## src/rtl/mem_arb_pkg.sv

```systemverilog
// rtl/mem_arb_pkg.sv - shared types and helpers for the memory arbiter
// Contents: FSM state encoding, bus owner encoding, word-select helper.
package mem_arb_pkg;

    typedef enum logic [1:0] {
        IDLE   = 2'd0,
        BUS_IF = 2'd1,
        BUS_LS = 2'd2,
        RESP   = 2'd3
    } arb_state_t;

    typedef enum logic {
        OWN_IF = 1'b0,
        OWN_LS = 1'b1
    } owner_t;

    localparam int ADDR_W = 64;
    localparam int DATA_W = 64;
    localparam int MASK_W = 8;
    localparam int INSN_W = 32;

    // Pick the 32-bit instruction out of a 64-bit memory word.
    function automatic logic [INSN_W-1:0] select_word(input logic [DATA_W-1:0] d,
                                                      input logic hi);
        return hi ? d[63:32] : d[31:0];
    endfunction

endpackage

```

## src/rtl/mem_arbiter_if.sv

```systemverilog
// rtl/mem_arbiter_if.sv - fetch, load/store and memory bus signals of the arbiter
// Modports: slave = arbiter side (serves fetch/ls, drives memory),
//           master = environment side (cores and memory).
interface mem_arbiter_if;
    import mem_arb_pkg::*;

    logic                if_req;
    logic [ADDR_W-1:0]   if_addr;
    logic                if_ready;
    logic [INSN_W-1:0]   if_rdata;

    logic                ls_req;
    logic                ls_wen;
    logic [ADDR_W-1:0]   ls_addr;
    logic [DATA_W-1:0]   ls_wdata;
    logic [MASK_W-1:0]   ls_wmask;
    logic                ls_ready;
    logic [DATA_W-1:0]   ls_rdata;

    logic                mem_valid;
    logic                mem_wen;
    logic [ADDR_W-1:0]   mem_addr;
    logic [DATA_W-1:0]   mem_wdata;
    logic [MASK_W-1:0]   mem_wmask;
    logic                mem_ready;
    logic [DATA_W-1:0]   mem_rdata;

    logic                bus_err;

    modport slave (
        input  if_req, if_addr,
        output if_ready, if_rdata,
        input  ls_req, ls_wen, ls_addr, ls_wdata, ls_wmask,
        output ls_ready, ls_rdata,
        output mem_valid, mem_wen, mem_addr, mem_wdata, mem_wmask,
        input  mem_ready, mem_rdata,
        output bus_err
    );

    modport master (
        output if_req, if_addr,
        input  if_ready, if_rdata,
        output ls_req, ls_wen, ls_addr, ls_wdata, ls_wmask,
        input  ls_ready, ls_rdata,
        input  mem_valid, mem_wen, mem_addr, mem_wdata, mem_wmask,
        output mem_ready, mem_rdata,
        input  bus_err
    );

endinterface

```

## src/rtl/mem_arbiter_bus_timer.sv

```systemverilog
// rtl/mem_arbiter_bus_timer.sv - wait-cycle counter that aborts stalled memory beats
// Ports: clk, rst (async, active-high); enable = bus cycle without mem_ready;
//        clear = not on the bus; expired = this is wait cycle number TIMEOUT.
module bus_timer #(
    parameter int TIMEOUT = 255
) (
    input  logic clk,
    input  logic rst,
    input  logic enable,
    input  logic clear,
    output logic expired
);

    localparam int CW = $clog2(TIMEOUT + 1);

    logic [CW-1:0] count;

    // count holds the number of wait cycles already elapsed, so the
    // TIMEOUT-th wait cycle is the one seen with count == TIMEOUT-1.
    assign expired = enable && (count >= CW'(TIMEOUT - 1));

    always_ff @(posedge clk or posedge rst) begin
        if (rst) begin
            count <= '0;
        end else if (clear) begin
            count <= '0;
        end else if (enable && !expired) begin
            count <= count + CW'(1);
        end
    end

endmodule

```

## src/rtl/mem_arbiter.sv

```systemverilog
// rtl/mem_arbiter.sv - arbitrates instruction fetch and load/store onto one memory port
// Ports: clk, rst (async, active-high); bus = mem_arbiter_if.slave carrying the
//        fetch, load/store and memory handshakes plus the sticky bus_err flag.
module mem_arbiter #(
    parameter int TIMEOUT = 255
) (
    input  logic            clk,
    input  logic            rst,
    mem_arbiter_if.slave    bus
);
    import mem_arb_pkg::*;

    arb_state_t state;
    owner_t     last_grant;
    logic       addr_hi;
    logic       in_bus;
    logic       grant_ls;
    logic       timer_en;
    logic       timer_clr;
    logic       timer_exp;

    assign in_bus = (state == BUS_IF) || (state == BUS_LS);

    // On a tie, the requester that did not win last time gets the bus.
    assign grant_ls = bus.ls_req && (!bus.if_req || (last_grant == OWN_IF));

    assign timer_en  = in_bus && !bus.mem_ready;
    assign timer_clr = !in_bus;

    bus_timer #(
        .TIMEOUT (TIMEOUT)
    ) u_bus_timer (
        .clk     (clk),
        .rst     (rst),
        .enable  (timer_en),
        .clear   (timer_clr),
        .expired (timer_exp)
    );

    always_ff @(posedge clk or posedge rst) begin
        if (rst) begin
            state         <= IDLE;
            last_grant    <= OWN_IF;
            addr_hi       <= 1'b0;
            bus.if_ready  <= 1'b0;
            bus.if_rdata  <= '0;
            bus.ls_ready  <= 1'b0;
            bus.ls_rdata  <= '0;
            bus.mem_valid <= 1'b0;
            bus.mem_wen   <= 1'b0;
            bus.mem_addr  <= '0;
            bus.mem_wdata <= '0;
            bus.mem_wmask <= '0;
            bus.bus_err   <= 1'b0;
        end else begin
            // Ready strobes last exactly the one RESP cycle.
            bus.if_ready <= 1'b0;
            bus.ls_ready <= 1'b0;

            case (state)
                IDLE: begin
                    if (bus.if_req || bus.ls_req) begin
                        bus.mem_valid <= 1'b1;
                        if (grant_ls) begin
                            state         <= BUS_LS;
                            last_grant    <= OWN_LS;
                            bus.mem_wen   <= bus.ls_wen;
                            bus.mem_addr  <= bus.ls_addr;
                            bus.mem_wdata <= bus.ls_wdata;
                            bus.mem_wmask <= bus.ls_wmask;
                        end else begin
                            state         <= BUS_IF;
                            last_grant    <= OWN_IF;
                            addr_hi       <= bus.if_addr[2];
                            bus.mem_wen   <= 1'b0;
                            bus.mem_addr  <= bus.if_addr;
                            bus.mem_wdata <= '0;
                            bus.mem_wmask <= '0;
                        end
                    end
                end

                BUS_IF, BUS_LS: begin
                    // A timed-out beat completes like a normal one, but with zero data.
                    if (bus.mem_ready || timer_exp) begin
                        state         <= RESP;
                        bus.mem_valid <= 1'b0;
                        if (!bus.mem_ready) begin
                            bus.bus_err <= 1'b1;
                        end
                        if (state == BUS_IF) begin
                            bus.if_ready <= 1'b1;
                            bus.if_rdata <= bus.mem_ready ?
                                            select_word(bus.mem_rdata, addr_hi) : '0;
                        end else begin
                            bus.ls_ready <= 1'b1;
                            bus.ls_rdata <= (bus.mem_ready && !bus.mem_wen) ?
                                            bus.mem_rdata : '0;
                        end
                    end
                end

                RESP: begin
                    state <= IDLE;
                end

                default: begin
                    state <= IDLE;
                end
            endcase
        end
    end

endmodule
```

## src/flat_wrapper.sv

```systemverilog
// flat-port wrapper written by rule: the top's interface ports become plain ports
module mem_arbiter_flat import mem_arb_pkg::*;
#(
    parameter int TIMEOUT = 255
)
  (clk, rst, bus_if_req, bus_if_addr, bus_if_ready, bus_if_rdata, bus_ls_req, bus_ls_wen, bus_ls_addr, bus_ls_wdata, bus_ls_wmask, bus_ls_ready, bus_ls_rdata, bus_mem_valid, bus_mem_wen, bus_mem_addr, bus_mem_wdata, bus_mem_wmask, bus_mem_ready, bus_mem_rdata, bus_bus_err);
  mem_arbiter_if bus_i ();
  input  logic clk;
  input  logic rst;
  input wire logic [$bits(bus_i.if_req)-1:0] bus_if_req;
  input wire logic [$bits(bus_i.if_addr)-1:0] bus_if_addr;
  output wire logic [$bits(bus_i.if_ready)-1:0] bus_if_ready;
  output wire logic [$bits(bus_i.if_rdata)-1:0] bus_if_rdata;
  input wire logic [$bits(bus_i.ls_req)-1:0] bus_ls_req;
  input wire logic [$bits(bus_i.ls_wen)-1:0] bus_ls_wen;
  input wire logic [$bits(bus_i.ls_addr)-1:0] bus_ls_addr;
  input wire logic [$bits(bus_i.ls_wdata)-1:0] bus_ls_wdata;
  input wire logic [$bits(bus_i.ls_wmask)-1:0] bus_ls_wmask;
  output wire logic [$bits(bus_i.ls_ready)-1:0] bus_ls_ready;
  output wire logic [$bits(bus_i.ls_rdata)-1:0] bus_ls_rdata;
  output wire logic [$bits(bus_i.mem_valid)-1:0] bus_mem_valid;
  output wire logic [$bits(bus_i.mem_wen)-1:0] bus_mem_wen;
  output wire logic [$bits(bus_i.mem_addr)-1:0] bus_mem_addr;
  output wire logic [$bits(bus_i.mem_wdata)-1:0] bus_mem_wdata;
  output wire logic [$bits(bus_i.mem_wmask)-1:0] bus_mem_wmask;
  input wire logic [$bits(bus_i.mem_ready)-1:0] bus_mem_ready;
  input wire logic [$bits(bus_i.mem_rdata)-1:0] bus_mem_rdata;
  output wire logic [$bits(bus_i.bus_err)-1:0] bus_bus_err;
  assign bus_i.if_req = bus_if_req;
  assign bus_i.if_addr = bus_if_addr;
  assign bus_if_ready = bus_i.if_ready;
  assign bus_if_rdata = bus_i.if_rdata;
  assign bus_i.ls_req = bus_ls_req;
  assign bus_i.ls_wen = bus_ls_wen;
  assign bus_i.ls_addr = bus_ls_addr;
  assign bus_i.ls_wdata = bus_ls_wdata;
  assign bus_i.ls_wmask = bus_ls_wmask;
  assign bus_ls_ready = bus_i.ls_ready;
  assign bus_ls_rdata = bus_i.ls_rdata;
  assign bus_mem_valid = bus_i.mem_valid;
  assign bus_mem_wen = bus_i.mem_wen;
  assign bus_mem_addr = bus_i.mem_addr;
  assign bus_mem_wdata = bus_i.mem_wdata;
  assign bus_mem_wmask = bus_i.mem_wmask;
  assign bus_i.mem_ready = bus_mem_ready;
  assign bus_i.mem_rdata = bus_mem_rdata;
  assign bus_bus_err = bus_i.bus_err;
  mem_arbiter #(.TIMEOUT(TIMEOUT)) u_core (.clk(clk), .rst(rst), .bus(bus_i));
endmodule
```

## config.mk

```make
export PLATFORM = sky130hd
export DESIGN_NAME = mem_arbiter_flat
export DESIGN_NICKNAME = d
export VERILOG_FILES = /design/src/rtl/mem_arb_pkg.sv /design/src/rtl/mem_arbiter_if.sv /design/src/rtl/mem_arbiter_bus_timer.sv /design/src/rtl/mem_arbiter.sv /design/src/flat_wrapper.sv
export SDC_FILE = /design/constraint.sdc
export NUM_CORES = 1
export LEC_CHECK = 0
export ABC_AREA = 1
export BUFFER_PORTS_ARGS = -buffer_cell sky130_fd_sc_hd__clkbuf_2
export CELL_PAD_IN_SITES_DETAIL_PLACEMENT = 1
export CELL_PAD_IN_SITES_GLOBAL_PLACEMENT = 1
export CORE_AREA = 4 4 196 198
export DETAILED_ROUTE_END_ITERATION = 8
export DIE_AREA = 0 0 200 202
export GPL_ROUTABILITY_DRIVEN = 0
export PLACE_DENSITY_LB_ADDON = 0.2
export SETUP_SLACK_MARGIN = 0.3
export SLEW_MARGIN = 10
export SYNTH_ARGS = -nofsm -noshare
export SYNTH_HDL_FRONTEND = slang
export SYNTH_SLANG_ARGS = --single-unit
```

## constraint.sdc

```tcl
create_clock -name clk -period 9.1 [get_ports clk]
set_input_delay 0.91 -clock clk [delete_from_list [all_inputs] [get_ports clk]]
set_output_delay 0.91 -clock clk [all_outputs]
set_load 0.01 [all_outputs]
```

# --- Word level (Yosys, flattened, before mapping) ---
# Cells that the tools add are included.
totals:
  ff_bits: 249
  inputBits: 270
classes:
  eq_ne: 6
  mux: 23
  n_lt_le_gt_ge: 1
  n_bitwise: 4
  reduce_logical: 23
  add_sub_neg: 1
ops:
  columns: ["op", "n"]
  rows:
  - ["two-way mux 64 bit", 3]
  - ["two-way mux 32 bit", 2]
  - ["two-way mux 8 bit", 3]
  - ["AND reduction 3 bit", 5]
  - ["two-way mux 1 bit", 10]
  - ["adder 8 x 1 -> 8 bit (second input constant)", 1]
  - [">= comparator 8 bit (second input constant)", 1]
  - ["two-way mux 2 bit", 3]
  - ["one-hot mux 2 bit (3 select lines)", 1]
  - ["logical AND 1 bit", 5]
  - ["equality test 2 bit (second input constant)", 2]
  - ["logical NOT 1 bit", 4]
  - ["logical OR 1 bit", 4]
  - ["!= test 2 x 1 -> 1 bit (second input constant)", 2]
  - ["inverter 1 bit", 4]
  - ["AND reduction 2 bit", 2]
  - ["equality test 2 x 1 -> 1 bit (second input constant)", 1]
  - ["logical NOT 2 bit", 1]
  - ["!= test 2 bit (second input constant)", 1]
  - ["one-hot mux 1 bit (2 select lines)", 1]
  - ["nonzero test 2 bit", 1]
  - ["OR reduction 2 bit", 1]

# --- Longest topological paths before layout ---
# Gate-level depths: netlist of the first run.
logic_depth:
  word_depth: 8
  depth_mapped: 11
  mapped_depth_nobuf: 9

# --- Hierarchy ---
# Synthesis of the first run repeated with hierarchy kept, for this count alone.
hier_totals:
  cells_unflattened: 1343
  area_unflattened_um2: 10911.7
by_module_without_submodules:
  columns: ["module", "n_inst", "cells_per_inst", "seq_area_each_um2", "area_per_inst_um2"]
  rows:
  - ["mem_arbiter", 1, 1273, 6030.8, 10407.5]
  - ["bus_timer", 1, 70, 200.2, 504.2]

# --- Worst setup path after synthesis of the first run ---
# Ideal clock, no wire load.
synth_timing:
  path_kind: "input port to flip-flop"
  startpoint: "input bus_mem_ready"
  endpoint: "register u_core.bus.ls_rdata[35]"
  n_path_buf: 2
  setup_slack_ns: 7.240
  stages: 8
  t_required_ns: 8.983
  arrival_time_ns: 1.743
  cell_sequence: "buf_2 nor2_2 nand3_1 nand2_2 nand2_4 buf_6 nand2_1 nand2_1"
synth_via:
  elab_chain_len: 5
  word_cells_on_any_way: 7
synth_lines:
  columns: ["item", "line", "text"]
  rows:
  - ["from (decl)", "flat_wrapper.sv:26", "input wire logic [$bits(bus_i.mem_ready)-1:0] bus_mem_ready;"]
  - ["logical NOT 1 bit", "mem_arbiter.sv:27", "assign timer_en = in_bus && !bus.mem_ready;"]
  - ["logical AND 1 bit", "mem_arbiter.sv:27", null]
  - ["logical AND 1 bit", "mem_arbiter_bus_timer.sv:20", "assign expired = enable && (count >= CW'(TIMEOUT - 1));"]
  - ["logical OR 1 bit", "mem_arbiter.sv:85", "if (bus.mem_ready || timer_exp) begin"]
  - ["AND reduction 3 bit (no source line)", null, null]
  - ["to (signal assigned)", "mem_arbiter.sv:97", "bus.ls_rdata <= (bus.mem_ready && !bus.mem_wen) ?"]
  - ["to (decl)", "mem_arbiter_if.sv:34", "output ls_ready, ls_rdata,"]
# Several ways; a longest one is shown, not always the timed one.
# A chain may end at the register's enable or synchronous reset.

# --- Worst setup path in the final report of the first run ---
layout_timing:
  startpoint: "register u_core.state[0]"
  endpoint: "register u_core.bus.mem_wdata[15]"
layout_via:
  elab_chain_len: 2
layout_lines:
  columns: ["item", "line", "text"]
  rows:
  - ["from (decl)", "mem_arbiter.sv:13", "arb_state_t state;"]
  - ["from (signal assigned)", "mem_arbiter.sv:42", "state <= IDLE;"]
  - ["from (signal assigned)", "mem_arbiter.sv:65", "state <= BUS_LS;"]
  - ["from (signal assigned)", "mem_arbiter.sv:72", "state <= BUS_IF;"]
  - ["logical NOT 2 bit", "mem_arbiter.sv:60", "case (state)"]
  - ["AND reduction 2 bit (no source line)", null, null]
  - ["to (signal assigned)", "mem_arbiter.sv:69", "bus.mem_wdata <= bus.ls_wdata;"]
  - ["to (decl)", "mem_arbiter_if.sv:35", "output mem_valid, mem_wen, mem_addr, mem_wdata, mem_wmask,"]
# No other way between the ends.

==> results of run 1 <==
[how the worst min path moves through the flow]
stage	from	endpoint	cells after the start
detailed placement	u_core.bus.if_rdata[30]$_DFFE_PP0P_	u_core.bus.if_rdata[30]$_DFFE_PP0P_	2
global placement	u_core.bus.ls_rdata[17]$_DFFE_PP0P_	u_core.bus.ls_rdata[17]$_DFFE_PP0P_	2
floorplan	u_core.last_grant$_DFFE_PP0P_	u_core.last_grant$_DFFE_PP0P_	2
CTS	u_core.bus.if_rdata[13]$_DFFE_PP0P_	u_core.bus.if_rdata[13]$_DFFE_PP0P_	2
global route	u_core.bus.bus_err$_DFFE_PP0P_	u_core.bus.bus_err$_DFFE_PP0P_	1
finish	u_core.bus.ls_rdata[63]$_DFFE_PP0P_	u_core.bus.ls_rdata[63]$_DFFE_PP0P_	2
[routing by layer]
metal,vias to the layer above,global-route usage,wire (µm),part of all wire
met5,-,0,54,0.0012
met2,350,0.3607,21540,0.48
met1,4970,0.2499,17400,0.39
li1,4793,-,-,-
met4,6,0.07375,2002,0.045
met3,84,0.06818,3627,0.081
[kinds of logic (layout without fill, tap and decap cells)]
group	count (synthesis)	count (layout)	synth area share
AOI/OAI and AO/OA	117	117	0.08132
xor gates and xnor gates	3	3	0.002475
adders and majority gates	6	6	0.007071
buffers and inverters	109	590	0.05032
DFF	249	249	0.5869
other	0	6	0
and+or+nand+nor	665	665	0.2719
[final cells by class]
cell class              count  area, µm²
diodes                      6      15.01
inverters                  18      77.57
well taps                 468      585.6
multi-input cells         791       3871
clock buffers              43      890.9
repair buffers            518       2635
flip-flops and latches    249       6231
fillers                  4448      22130
clock inverters            11      90.09
[power by group]
group          switching (mW)  internal, mW  leakage [nW]  total [mW]
combinational            1.37         0.727          4.27        2.10
clock                   0.493         0.703         0.476        1.20
sequential              0.262          1.57          3.17        1.83
total                    2.12          3.00          7.92        5.12
[worst max-delay path: cells and delay by family (launching register included)]
kind            cells  cell delay [ns]
compound gates      1             0.25
fa+ha+maj           1             0.20
buf+inv             4             1.54
flops               1             0.41
simple gates        1             0.10
[cell usage in the layout, fill, tap and decap left out]
master      instances
clkbuf_1            5
inv_1              14
clkinv_2            6
inv_8               1
nand2_1           408
a21boi_0            1
nor2_1             71
clkbuf_16          31
nand2_4             2
nand3_4             1
nor2_4              3
diode_2             6
bufinv_16           1
buf_4              11
or2_2               1
nand4_1            98
inv_4               1
buf_12              1
a21oi_1             1
a22o_1             72
inv_2               2
o21ai_1             3
ha_2                2
nand2_2             3
ha_1                4
buf_2               1
o21bai_1            1
nor2_2              1
clkinvlp_4          4
clkbuf_2          505
clkbuf_8            7
nand3_1            77
o21ai_0            38
xor2_1              3
a21o_1              1
dfrtp_1           249
[registers in the layout (all words and copies together) (netlist names)]
| name | flops |
|---|---|
| u_core.bus.mem_addr | 64 |
| u_core.bus.mem_valid | 1 |
| u_core.bus.if_rdata | 32 |
| u_core.u_bus_timer.count | 8 |
| u_core.bus.mem_wdata | 64 |
| u_core.bus.ls_rdata | 64 |
| u_core.bus.ls_ready | 1 |
| u_core.bus.mem_wmask | 8 |
| u_core.bus.bus_err | 1 |
| u_core.last_grant | 1 |
| u_core.bus.if_ready | 1 |
| u_core.state | 2 |
| u_core.addr_hi | 1 |
| u_core.bus.mem_wen | 1 |
==> metrics.yaml, run 1 <==
drt:
  routed_via_density: 4.849
  drc: 0
  num_vias: 10200
  routedWlPerCell_um: 21.21
  postRouteAntennaNets: 0
  drt_iter0_drc: 423
  wl_mm: 44.63
  firstDrtPassIters: 4
critical_path:
  cpMaxStageDelayCell: "buf_4"
  crit_arrival_ns: 3.14
  r2r-end: "u_core.bus.mem_wdata[15]$_DFFE_PP0P_"
  critPathKind: "flip-flop to flip-flop"
  critPathLaunch: "u_core.state[0]$_DFFE_PP0P_"
  rrSetupSlack_ns: 6.45
  startpoint_type: "flip-flop"
  path_max_fanout: 82
  endpoint: "u_core.bus.mem_wdata[15]$_DFFE_PP0P_"
  slowest_delay_ns: 0.81
  worstRegToRegCells: 7
  crit_chain: "inv_1 > ha_2 > inv_1 > nor2_4 > buf_4 > buf_4 > a22o_1"
  cp.required_ns: 9.59
  cp-end-kind: "flip-flop"
  r2r-start: "u_core.state[0]$_DFFE_PP0P_"
clock_network:
  clk_latency_ns: 0.56
  tritoncts: "built"
  h-tree-depth: 1
  postCtsSetupRepairBufs: 0
  ctsHoldBuffers: 0
  cts_num_sinks: 249
  clk_pin_slew_worst_paths_ns: 0.06
  cts_resized: 0
  cts-root-buf: "clkbuf_16"
  cts_buffers: 30
  clockBufferDepth: 3
yosys:
  synth_area_leaders: "dfrtp_1, nand2_1, a22o_1, nand4_1, nand3_1"
  synth_nets: 1425
  synth_commonest_cells: "nand2_1, dfrtp_1, nand4_1"
  syn_avg_cell_area_um2: 9.240
  synth.top_cell.area_share: 0.5869
  async_flop_share: 1.000
  synth.distinct_cells: 27
  ys_warn_count: 0
  yosysSeqAreaShare: 0.5869
  ys.flop_type: "dfrtp_1"
  ys_seq_elements: 249
  yosysTopAreaCell: "dfrtp_1"
  syn_area_um2: 10620
  synth_edf_count: 0
  syn_inst: 1149
  synth.most_common_cell: "nand2_1"
placement:
  io_buffers: 506
  dp_cells: 2044
  post-place-ws_ns: 5.864
  placed_cell_area_um2: 13400
  dp_hpwl_mm: 32.44
global_route:
  grt_pass1_vias: 10840
  grt_pass1_wl_mm: 67.20
  grt.total_usage: 0.2116
  antenna_found_initial: 12
  grt_overflow: 0
  grt_max_degree: 128
timing:
  timing.hold.ws_ns: 0.4675
  skew_ns: 0.009725
  fmaxAchievable_mhz: 376.8
  setup_slack_ns: 6.446
  drv_slew: 0
  worstMarginPinSlew_ns: 0.9931
  finalHoldViolations: 0
  finalSetupViolCount: 0
  relSlewSlack: 0.3380
  rsz0062_at_grt: "false"
  final.setup.tns_ns: 0
  post-route-period-util: 0.2916
  period_needed_ns: 2.654
flow_run:
  maxCapViolCount: 0
floorplanning:
  die_h_um: 202
  rows: 70
  core_um2: 36520
  die_x_um: 200
  start_util: 0.2907
  die-area_um2: 40400
  pin_count: 507
power:
  power.density_nw_per_um2: 355.8
  ir_worst_vdd_mv: 0.1606
  report.power.total_mw: 5.122
  leakage_nw: 7.923
cells_and_area:
  drive_gt1_frac: 0.3583
  fin_area_um2: 14400
  syn_to_final_growth_pct: 35.60
  final_core_util: 0.3942
  final_cells: 2104
  finalNetCount: 1884
worst_hold_path:
  hold_class: "flip-flop to flip-flop"
outcome:
  status: "finished clean"
Power figures use the tool's default switching activity.
==> inputs of run 2 (changes only) <==
Settings changed: CORE_AREA 4 4 196 198 to 4 4 194 196, DIE_AREA 0 0 200 202 to 0 0 198 200.
Clock period 9.1 ns to 2.1 ns, I/O delays scaled along.
==> run 2 against run 1 <==
Effect of this change:
- register-to-register slack worse by 6.1 ns
- final cell count is 15% higher
- flip-flop and latch count unchanged
- critical path type unchanged
==> metrics.yaml, run 2 (synthesized netlist as in run 1, its figures left out) <==
power:
  leakage_nw: 9.528  # was 7.923 nW
  combPwrFrac: 0.457  # was 0.409
  p_int_mw: 14.60  # was 2.998 mW
  p_clk_frac: 0.222  # was 0.234
  p_switching_mw: 10.51  # was 2.124 mW
  p_sw_frac: 0.4185  # was 0.4147
  ir_worst_vdd_mv: 0.6975  # was 0.1606 mV
  power.density_nw_per_um2: 1389  # was 355.8 nW/µm²
  seqPwrFrac: 0.321  # was 0.357
cells_and_area:
  reg.largest.list: "u_core.bus.ls_rdata (64), u_core.bus.mem_addr (64), u_core.bus.mem_wdata (64)"  # unchanged
  drive_gt1_frac: 0.3417  # was 0.3583
  final_core_util: 0.5007  # was 0.3942
  regArea_um2: 6231  # unchanged
  nFillCells: 4189  # was 4448
  syn_to_final_growth_pct: 70.19  # was 35.60%
  final_cells: 2420  # was 2104
  finalNetCount: 2195  # was 1884
  final_common_cell: "clkbuf_2"  # unchanged
  multi_input_area_um2: 4036  # was 3871 µm²
  final_cell_mix: "clkbuf_2, nand2_1, dlygate4sd3_1, dfrtp_1, nand4_1"  # was clkbuf_2, nand2_1, dfrtp_1, nand4_1, nand3_1
critical_path:
  rrSetupSlack_ns: 0.34  # was 6.45 ns
  path_max_fanout: 8  # was 82
  cp.required_ns: 2.59  # was 9.59 ns
  cp-end-kind: "flip-flop"  # unchanged
  critPathKind: "flip-flop to flip-flop"  # unchanged
  startpoint_type: "flip-flop"  # unchanged
  crit_arrival_ns: 2.26  # was 3.14 ns
timing:
  finalHoldViolations: 0  # unchanged
  worstMarginPinSlew_ns: 0.5151  # was 0.9931 ns
  final.setup.tns_ns: 0  # unchanged
  drv_slew: 0  # unchanged
  rsz0062_at_grt: "true"  # was false
  post-route-period-util: 0.8387  # was 0.2916
  fmaxAchievable_mhz: 567.8  # was 376.8 MHz
  skew_ns: 0.01176  # was 0.009725 ns
  period_needed_ns: 1.761  # was 2.654 ns
  finalSetupViolCount: 0  # unchanged
  relSlewSlack: 0.6561  # was 0.3380
placement:
  io_buffers: 506  # unchanged
  dp_hpwl_mm: 33.42  # was 32.44 mm
  dp_cells: 2059  # was 2044
drt:
  wl_met3_mm: 3.611  # was 3.627 mm
  dr_wl_met2_mm: 27.60  # was 21.54 mm
  routedWlPerCell_um: 22.83  # was 21.21 µm
  firstDrtPassIters: 5  # was 4
  wl_mm: 55.25  # was 44.63 mm
  routed_via_density: 4.959  # was 4.849
  postRouteAntennaNets: 0  # unchanged
  drc: 0  # unchanged
  wl_met1_mm: 20.67  # was 17.40 mm
  drt_iter0_drc: 625  # was 423
  routed.top_layer: "met5"  # unchanged
  num_vias: 12000  # was 10200
worst_hold_path:
  hold_class: "input port to flip-flop"  # was flip-flop to flip-flop
clock_network:
  cts_buffers: 30  # unchanged
  clk_pin_slew_worst_paths_ns: 0.06  # about the same
  h-tree-depth: 1  # unchanged
  tritoncts: "built"  # unchanged
  cts-root-buf: "clkbuf_16"  # unchanged
  cts_num_sinks: 249  # unchanged
  clockBufferDepth: 3  # unchanged
  clk_latency_ns: 0.57  # was 0.56 ns
outcome:
  status: "finished clean"  # unchanged
global_route:
  grt_pass1_wl_mm: 79.79  # was 67.20 mm
  grt_overflow: 0  # unchanged
  grt.total_usage: 0.2574  # was 0.2116
  grt_pass1_vias: 13160  # was 10840
  antenna_found_initial: 7  # was 12
  grt_max_degree: 98  # was 128
floorplanning:
  die_h_um: 200  # was 202 µm
  rows: 70  # unchanged
  die_x_um: 198  # was 200 µm
  pin_count: 507  # unchanged
  start_util: 0.2942  # was 0.2907
  die-area_um2: 39600  # was 40400 µm²
  core_um2: 36080  # was 36520 µm²
flow_run:
  maxCapViolCount: 0  # unchanged
==> run 2: changes by cell type in the layout (fill, tap and decap cells not counted), moves of 5 or more <==
cell and delta:
buf_12 +15, nand2_1 -12, nand3_2 +15, nand2_2 +12
buf_4 +12, clkbuf_16 +5, buf_6 +5, dlygate4sd3_1 +266
nand3_1 -15
==> run 2: metrics by stage <==
stage | hold WS, ns | setup WS (ns) | total power [mW] | cell area [µm²]
6_report | 0.1159 | 0.3388 | 25.10 | 18070
2_1_floorplan | 0.3299 | -1.384 | 13.19 | 10620
5_1_grt | 0.1487 | 0.2439 | 26.60 | 18050
4_1_cts | 0.06313 | 0.2852 | 24.15 | 17570
3_3_place_gp | 0.1969 | 0.08873 | 17.42 | 13670
3_5_place_dp | 0.2036 | -0.002114 | 17.66 | 13670
==> run 2: final timing paths <==
check | startpoint | to | cells after the start
min | bus_ls_req | u_core.last_grant$_DFFE_PP0P_ | 5
min in group asynchronous | rst | u_core.bus.ls_rdata[21]$_DFFE_PP0P_ | 3
max reg2reg | u_core.state[1]$_DFFE_PP0P_ | u_core.bus.mem_addr[24]$_DFFE_PP0P_ | 10
max in group asynchronous | rst | u_core.bus.mem_wdata[32]$_DFFE_PP0P_ | 4
max | u_core.state[1]$_DFFE_PP0P_ | u_core.bus.mem_addr[24]$_DFFE_PP0P_ | 10
min reg2reg | u_core.bus.bus_err$_DFFE_PP0P_ | u_core.bus.bus_err$_DFFE_PP0P_ | 1
==> run 2: what timing repair did <==
action	in CTS	in global routing
pin swaps	4	8
gates resized for setup	11	42
setup endpoints to repair	227	209
buffers inserted	4	14
hold endpoints to repair	235	0
cloned	4	8
hold buffers	266	0
==> run 2: area by class of cell <==
class                           instances  share of cell area
Antenna cell                            9            0.001246
Clock buffer                           43             0.04923
Clock inverter                         13            0.009210
Inverter                               18            0.004778
Multi-Input combinational cell        792              0.2234
Sequential cell                       249              0.3449
Tap cell                              468             0.03241
Timing Repair Buffer                  827              0.3344
Timing Repair inverter                  1           0.0004847
==> run 2: worst max-delay path: stages (launching register included) <==
cell and delay (ns):
dfrtp_1 0.39, inv_2 0.09, ha_4 0.16, inv_4 0.05
nor2_4 0.19, clkinv_8 0.11, nor2_4 0.17, buf_6 0.17
buf_16 0.14, nand2_1 0.10, nand3_2 0.11
==> run 2: layer usage <==
layer  up-vias  GRT usage
met5         -          0
met4         4     0.1265
met3       146    0.04867
met2       531     0.4474
met1      5893     0.3075
li1       5427          -
==> run 2: power groups by stage <==
stage | registers (mW) | clock network (mW) | logic [mW]
2_1_floorplan | 8.75 | 0 | 4.45
3_3_place_gp | 7.93 | 0 | 9.49
3_5_place_dp | 7.97 | 0 | 9.68
4_1_cts | 7.92 | 5.66 | 10.6
5_1_grt | 8.26 | 5.90 | 12.4
6_report | 8.05 | 5.57 | 11.5
==> inputs of run 3 (changes only) <==
Settings changed: ABC_AREA 1 to 0, CORE_AREA 4 4 194 196 to 4 4 193 195, DIE_AREA 0 0 198 200 to 0 0 197 199.
Clock period 2.1 ns to 1.8 ns, I/O delays scaled along.
==> run 3 against run 2 <==
Effect of this change:
- die area fell by 1.0%
- hold slack got worse by 0.099 ns
- synthesized area is 6.4% higher
- sequential share of layout area shrank 0.91 points
- total power is 22% higher
- non-clock buffer count is 28 lower
- clock skew grew 0.028 ns
- clock power up 11%
- critical path type unchanged
- largest cell class unchanged
- highest routed layer unchanged
==> metrics.yaml, run 3 <==
critical_path:
  crit_chain: "inv_2 > ha_4 > inv_4 > nor3_4 > buf_6 > clkbuf_16 > o21ai_2"  # was inv_2 > ha_4 > inv_4 > nor2_4 > clkinv_8 > nor2_4 > buf_6 > buf_16 > nand2_1 > nand3_2
  crit_arrival_ns: 2.12  # was 2.26 ns
  cp_num_buf_inv: 4  # was 5
  startpoint_type: "flip-flop"  # unchanged
  worstRegToRegCells: 7  # was 10
  critPathKind: "flip-flop to flip-flop"  # unchanged
  crit_family: "buffers and inverters"  # was simple AND/OR/NAND/NOR gates
  slowest_delay_ns: 0.37  # was 0.39 ns
  path_max_fanout: 6  # was 8
  cp-end-kind: "flip-flop"  # unchanged
  cp.required_ns: 2.22  # was 2.59 ns
  path_depth: 7  # was 10
  cpMaxStageDelayCell: "dfrtp_1"  # unchanged
yosys:
  syn_area_um2: 11300  # was 10620 µm²
  syn_avg_cell_area_um2: 11.59  # was 9.240 µm²
  synth.distinct_cells: 45  # was 27
  synth_commonest_cells: "dfrtp_1, a22o_1, nand2_1"  # was nand2_1, dfrtp_1, nand4_1
  syn_inst: 975  # was 1149
  synth.top_cell.area_share: 0.5515  # was 0.5869
  synth_area_leaders: "dfrtp_1, a22o_1, a32o_1, nor2b_1, mux2_2"  # was dfrtp_1, nand2_1, a22o_1, nand4_1, nand3_1
  ys_warn_count: 0  # unchanged
  ys.flop_type: "dfrtp_1"  # unchanged
  synth_edf_count: 0  # unchanged
  async_flop_share: 1.000  # unchanged
  synth.most_common_cell: "dfrtp_1"  # was nand2_1
  synth_nets: 1251  # was 1425
  ys_seq_elements: 249  # unchanged
  yosysTopAreaCell: "dfrtp_1"  # unchanged
  yosysSeqAreaShare: 0.5515  # was 0.5869
cells_and_area:
  drive_gt1_frac: 0.4188  # was 0.3417
  final_core_util: 0.5243  # was 0.5007
  final_cells: 2202  # was 2420
  final_cell_mix: "clkbuf_2, dfrtp_1, dlygate4sd3_1, a22o_1, nand2_1"  # was clkbuf_2, nand2_1, dlygate4sd3_1, dfrtp_1, nand4_1
  finalNetCount: 1989  # was 2195
  final_common_cell: "clkbuf_2"  # unchanged
  reg.largest.list: "u_core.bus.ls_rdata (64), u_core.bus.mem_addr (64), u_core.bus.mem_wdata (64)"  # unchanged
  nFillCells: 3853  # was 4189
  syn_to_final_growth_pct: 64.25  # was 70.19%
drt:
  routedWlPerCell_um: 23.89  # was 22.83 µm
  drt_iter0_drc: 591  # was 625
  routed_via_density: 5.262  # was 4.959
  drc: 0  # unchanged
  num_vias: 11590  # was 12000
  postRouteAntennaNets: 0  # unchanged
  firstDrtPassIters: 5  # unchanged
  wl_mm: 52.61  # was 55.25 mm
floorplanning:
  die_h_um: 199  # was 200 µm
  die_x_um: 197  # was 198 µm
  pin_count: 507  # unchanged
  core_um2: 35400  # was 36080 µm²
  start_util: 0.3192  # was 0.2942
  rows: 69  # was 70
  die-area_um2: 39200  # was 39600 µm²
power:
  p_int_mw: 18.60  # was 14.60 mW
  leakage_nw: 8.782  # was 9.528 nW
  p_sw_frac: 0.3912  # was 0.4185
  ir_worst_vdd_mv: 0.8376  # was 0.6975 mV
  p_clk_frac: 0.202  # was 0.222
  combPwrFrac: 0.476  # was 0.457
  power.density_nw_per_um2: 1647  # was 1389 nW/µm²
  seqPwrFrac: 0.322  # was 0.321
  p_switching_mw: 11.96  # was 10.51 mW
clock_network:
  cts_num_sinks: 249  # unchanged
  cts-root-buf: "clkbuf_16"  # unchanged
  clk_latency_ns: 0.58  # was 0.57 ns
  tritoncts: "built"  # unchanged
  clk_pin_slew_worst_paths_ns: 0.06  # about the same
  clockBufferDepth: 3  # unchanged
  h-tree-depth: 1  # unchanged
  cts_buffers: 30  # unchanged
placement:
  dp_hpwl_mm: 31.91  # was 33.42 mm
  dp_cells: 1875  # was 2059
  io_buffers: 506  # unchanged
global_route:
  grt_pass1_wl_mm: 76.00  # was 79.79 mm
  grt_overflow: 0  # unchanged
  grt.total_usage: 0.2448  # was 0.2574
  grt_max_degree: 107  # was 98
  grt_pass1_vias: 12650  # was 13160
  antenna_found_initial: 5  # was 7
timing:
  period_needed_ns: 1.694  # was 1.761 ns
  rsz0062_at_grt: "true"  # unchanged
  worstMarginPinSlew_ns: 0.6513  # was 0.5151 ns
  drv_slew: 0  # unchanged
  post-route-period-util: 0.9409  # was 0.8387
  finalSetupViolCount: 0  # unchanged
  relSlewSlack: 0.5658  # was 0.6561
  fmaxAchievable_mhz: 590.4  # was 567.8 MHz
  finalHoldViolations: 0  # unchanged
  skew_ns: 0.03934  # was 0.01176 ns
worst_hold_path:
  hold_path_depth: 3  # was 5
  hold_class: "input port to flip-flop"  # unchanged
outcome:
  status: "finished clean"  # unchanged
flow_run:
  maxCapViolCount: 0  # unchanged
[run 3: changes by cell type in the layout (fill, tap and decap cells not counted), sizes merged, moves of 66 or more]
| cell | before | now |
|---|---|---|
| nand2 | 413 | 72 |
| nor2 | 75 | 5 |
| nor2b | 0 | 66 |
| a22o | 72 | 169 |
| nand3 | 79 | 3 |
| nand4 | 98 | 0 |
[run 3: path summary, 6_finish.rpt]
check | start | slack, ns | end
max | u_core.state[1]$_DFFE_PP0P_ | 0.11 | u_core.bus.ls_rdata[23]$_DFFE_PP0P_
min | bus_ls_addr[27] | 0.02 | u_core.bus.mem_addr[27]$_DFFE_PP0P_
max reg2reg | u_core.state[1]$_DFFE_PP0P_ | 0.11 | u_core.bus.ls_rdata[23]$_DFFE_PP0P_
min reg2reg | u_core.bus.bus_err$_DFFE_PP0P_ | 0.49 | u_core.bus.bus_err$_DFFE_PP0P_
max in group asynchronous | rst | 0.87 | u_core.bus.mem_addr[2]$_DFFE_PP0P_
min in group asynchronous | rst | 0.33 | u_core.u_bus_timer.count[3]$_DFFE_PP0P_
[run 3: metrics by stage]
step	hold WS [ns]	setup slack, ns	instance area [µm²]	total power [mW]	TNS, ns
floorplan	0.3097	-1.654	11380	16.99	-411.77
global placement	0.3912	-0.01641	14410	22.03	-0.01641
global route	0.007371	0.05374	18560	32.30	0
CTS	0.00004546	0.1692	17940	29.60	0
detailed placement	0.3995	-0.02697	14410	22.40	-0.04981
finish	0.01708	0.1063	18560	30.56	0
[run 3: what timing repair did]
| item | CTS | global route |
|---|---|---|
| hold buffers | 223 | 1 |
| endpoints found under the hold margin | 442 | 1 |
| pin swaps | 5 | 22 |
| cloned | 5 | 14 |
| setup buffers | 13 | 11 |
| gates resized for setup | 21 | 58 |
| setup endpoints to repair | 243 | 244 |
[run 3: power groups by stage]
stage / sequential [mW] / combinational, mW / clock [mW]
after global placement: 9.65 / 12.4 / 0
after floorplan: 10.6 / 6.41 / 0
after detailed placement: 9.67 / 12.7 / 0
after global routing: 10.1 / 15.6 / 6.58
after CTS: 9.70 / 13.6 / 6.33
final: 9.83 / 14.6 / 6.18
[run 3: cell families (layout without fill, tap and decap cells)]
| family | after synthesis | in the layout | share of synthesized area |
|---|---|---|---|
| flops | 249 | 249 | 0.5515 |
| compound gates | 418 | 418 | 0.2829 |
| simple gates | 162 | 165 | 0.07464 |
| other cells | 0 | 5 | 0 |
| fa+ha+maj | 6 | 6 | 0.006644 |
| buf+inv | 103 | 861 | 0.04784 |
| mux | 37 | 37 | 0.03643 |
[run 3: layer usage]
layer / share of wire / routed length (µm) / vias to the layer above / global-route usage
li1: - / - / 5164 / -
met1: 0.40 / 20810 / 5845 / 0.2972
met2: 0.49 / 26030 / 461 / 0.4213
met3: 0.065 / 3431 / 116 / 0.05640
met4: 0.044 / 2328 / 2 / 0.1007
met5: 0.00013 / 7 / - / 0
[run 3: area by class of cell]
class                      count  area, µm²  share of cell area
clock inverter                17      162.7            0.008765
tap                          461      576.8             0.03108
sequential                   249       6231              0.3358
antenna                        5      12.51           0.0006742
multi-input combinational    626       4828              0.2602
timing repair buffer         799       5873              0.3165
clock buffer                  38      840.8             0.04531
inverter                       7      32.53            0.001753
[run 3: worst min-delay path, cell delays in order]
cell and delay, ns:
clkbuf_2 0.08, a32o_1 0.15, a22o_1 0.12
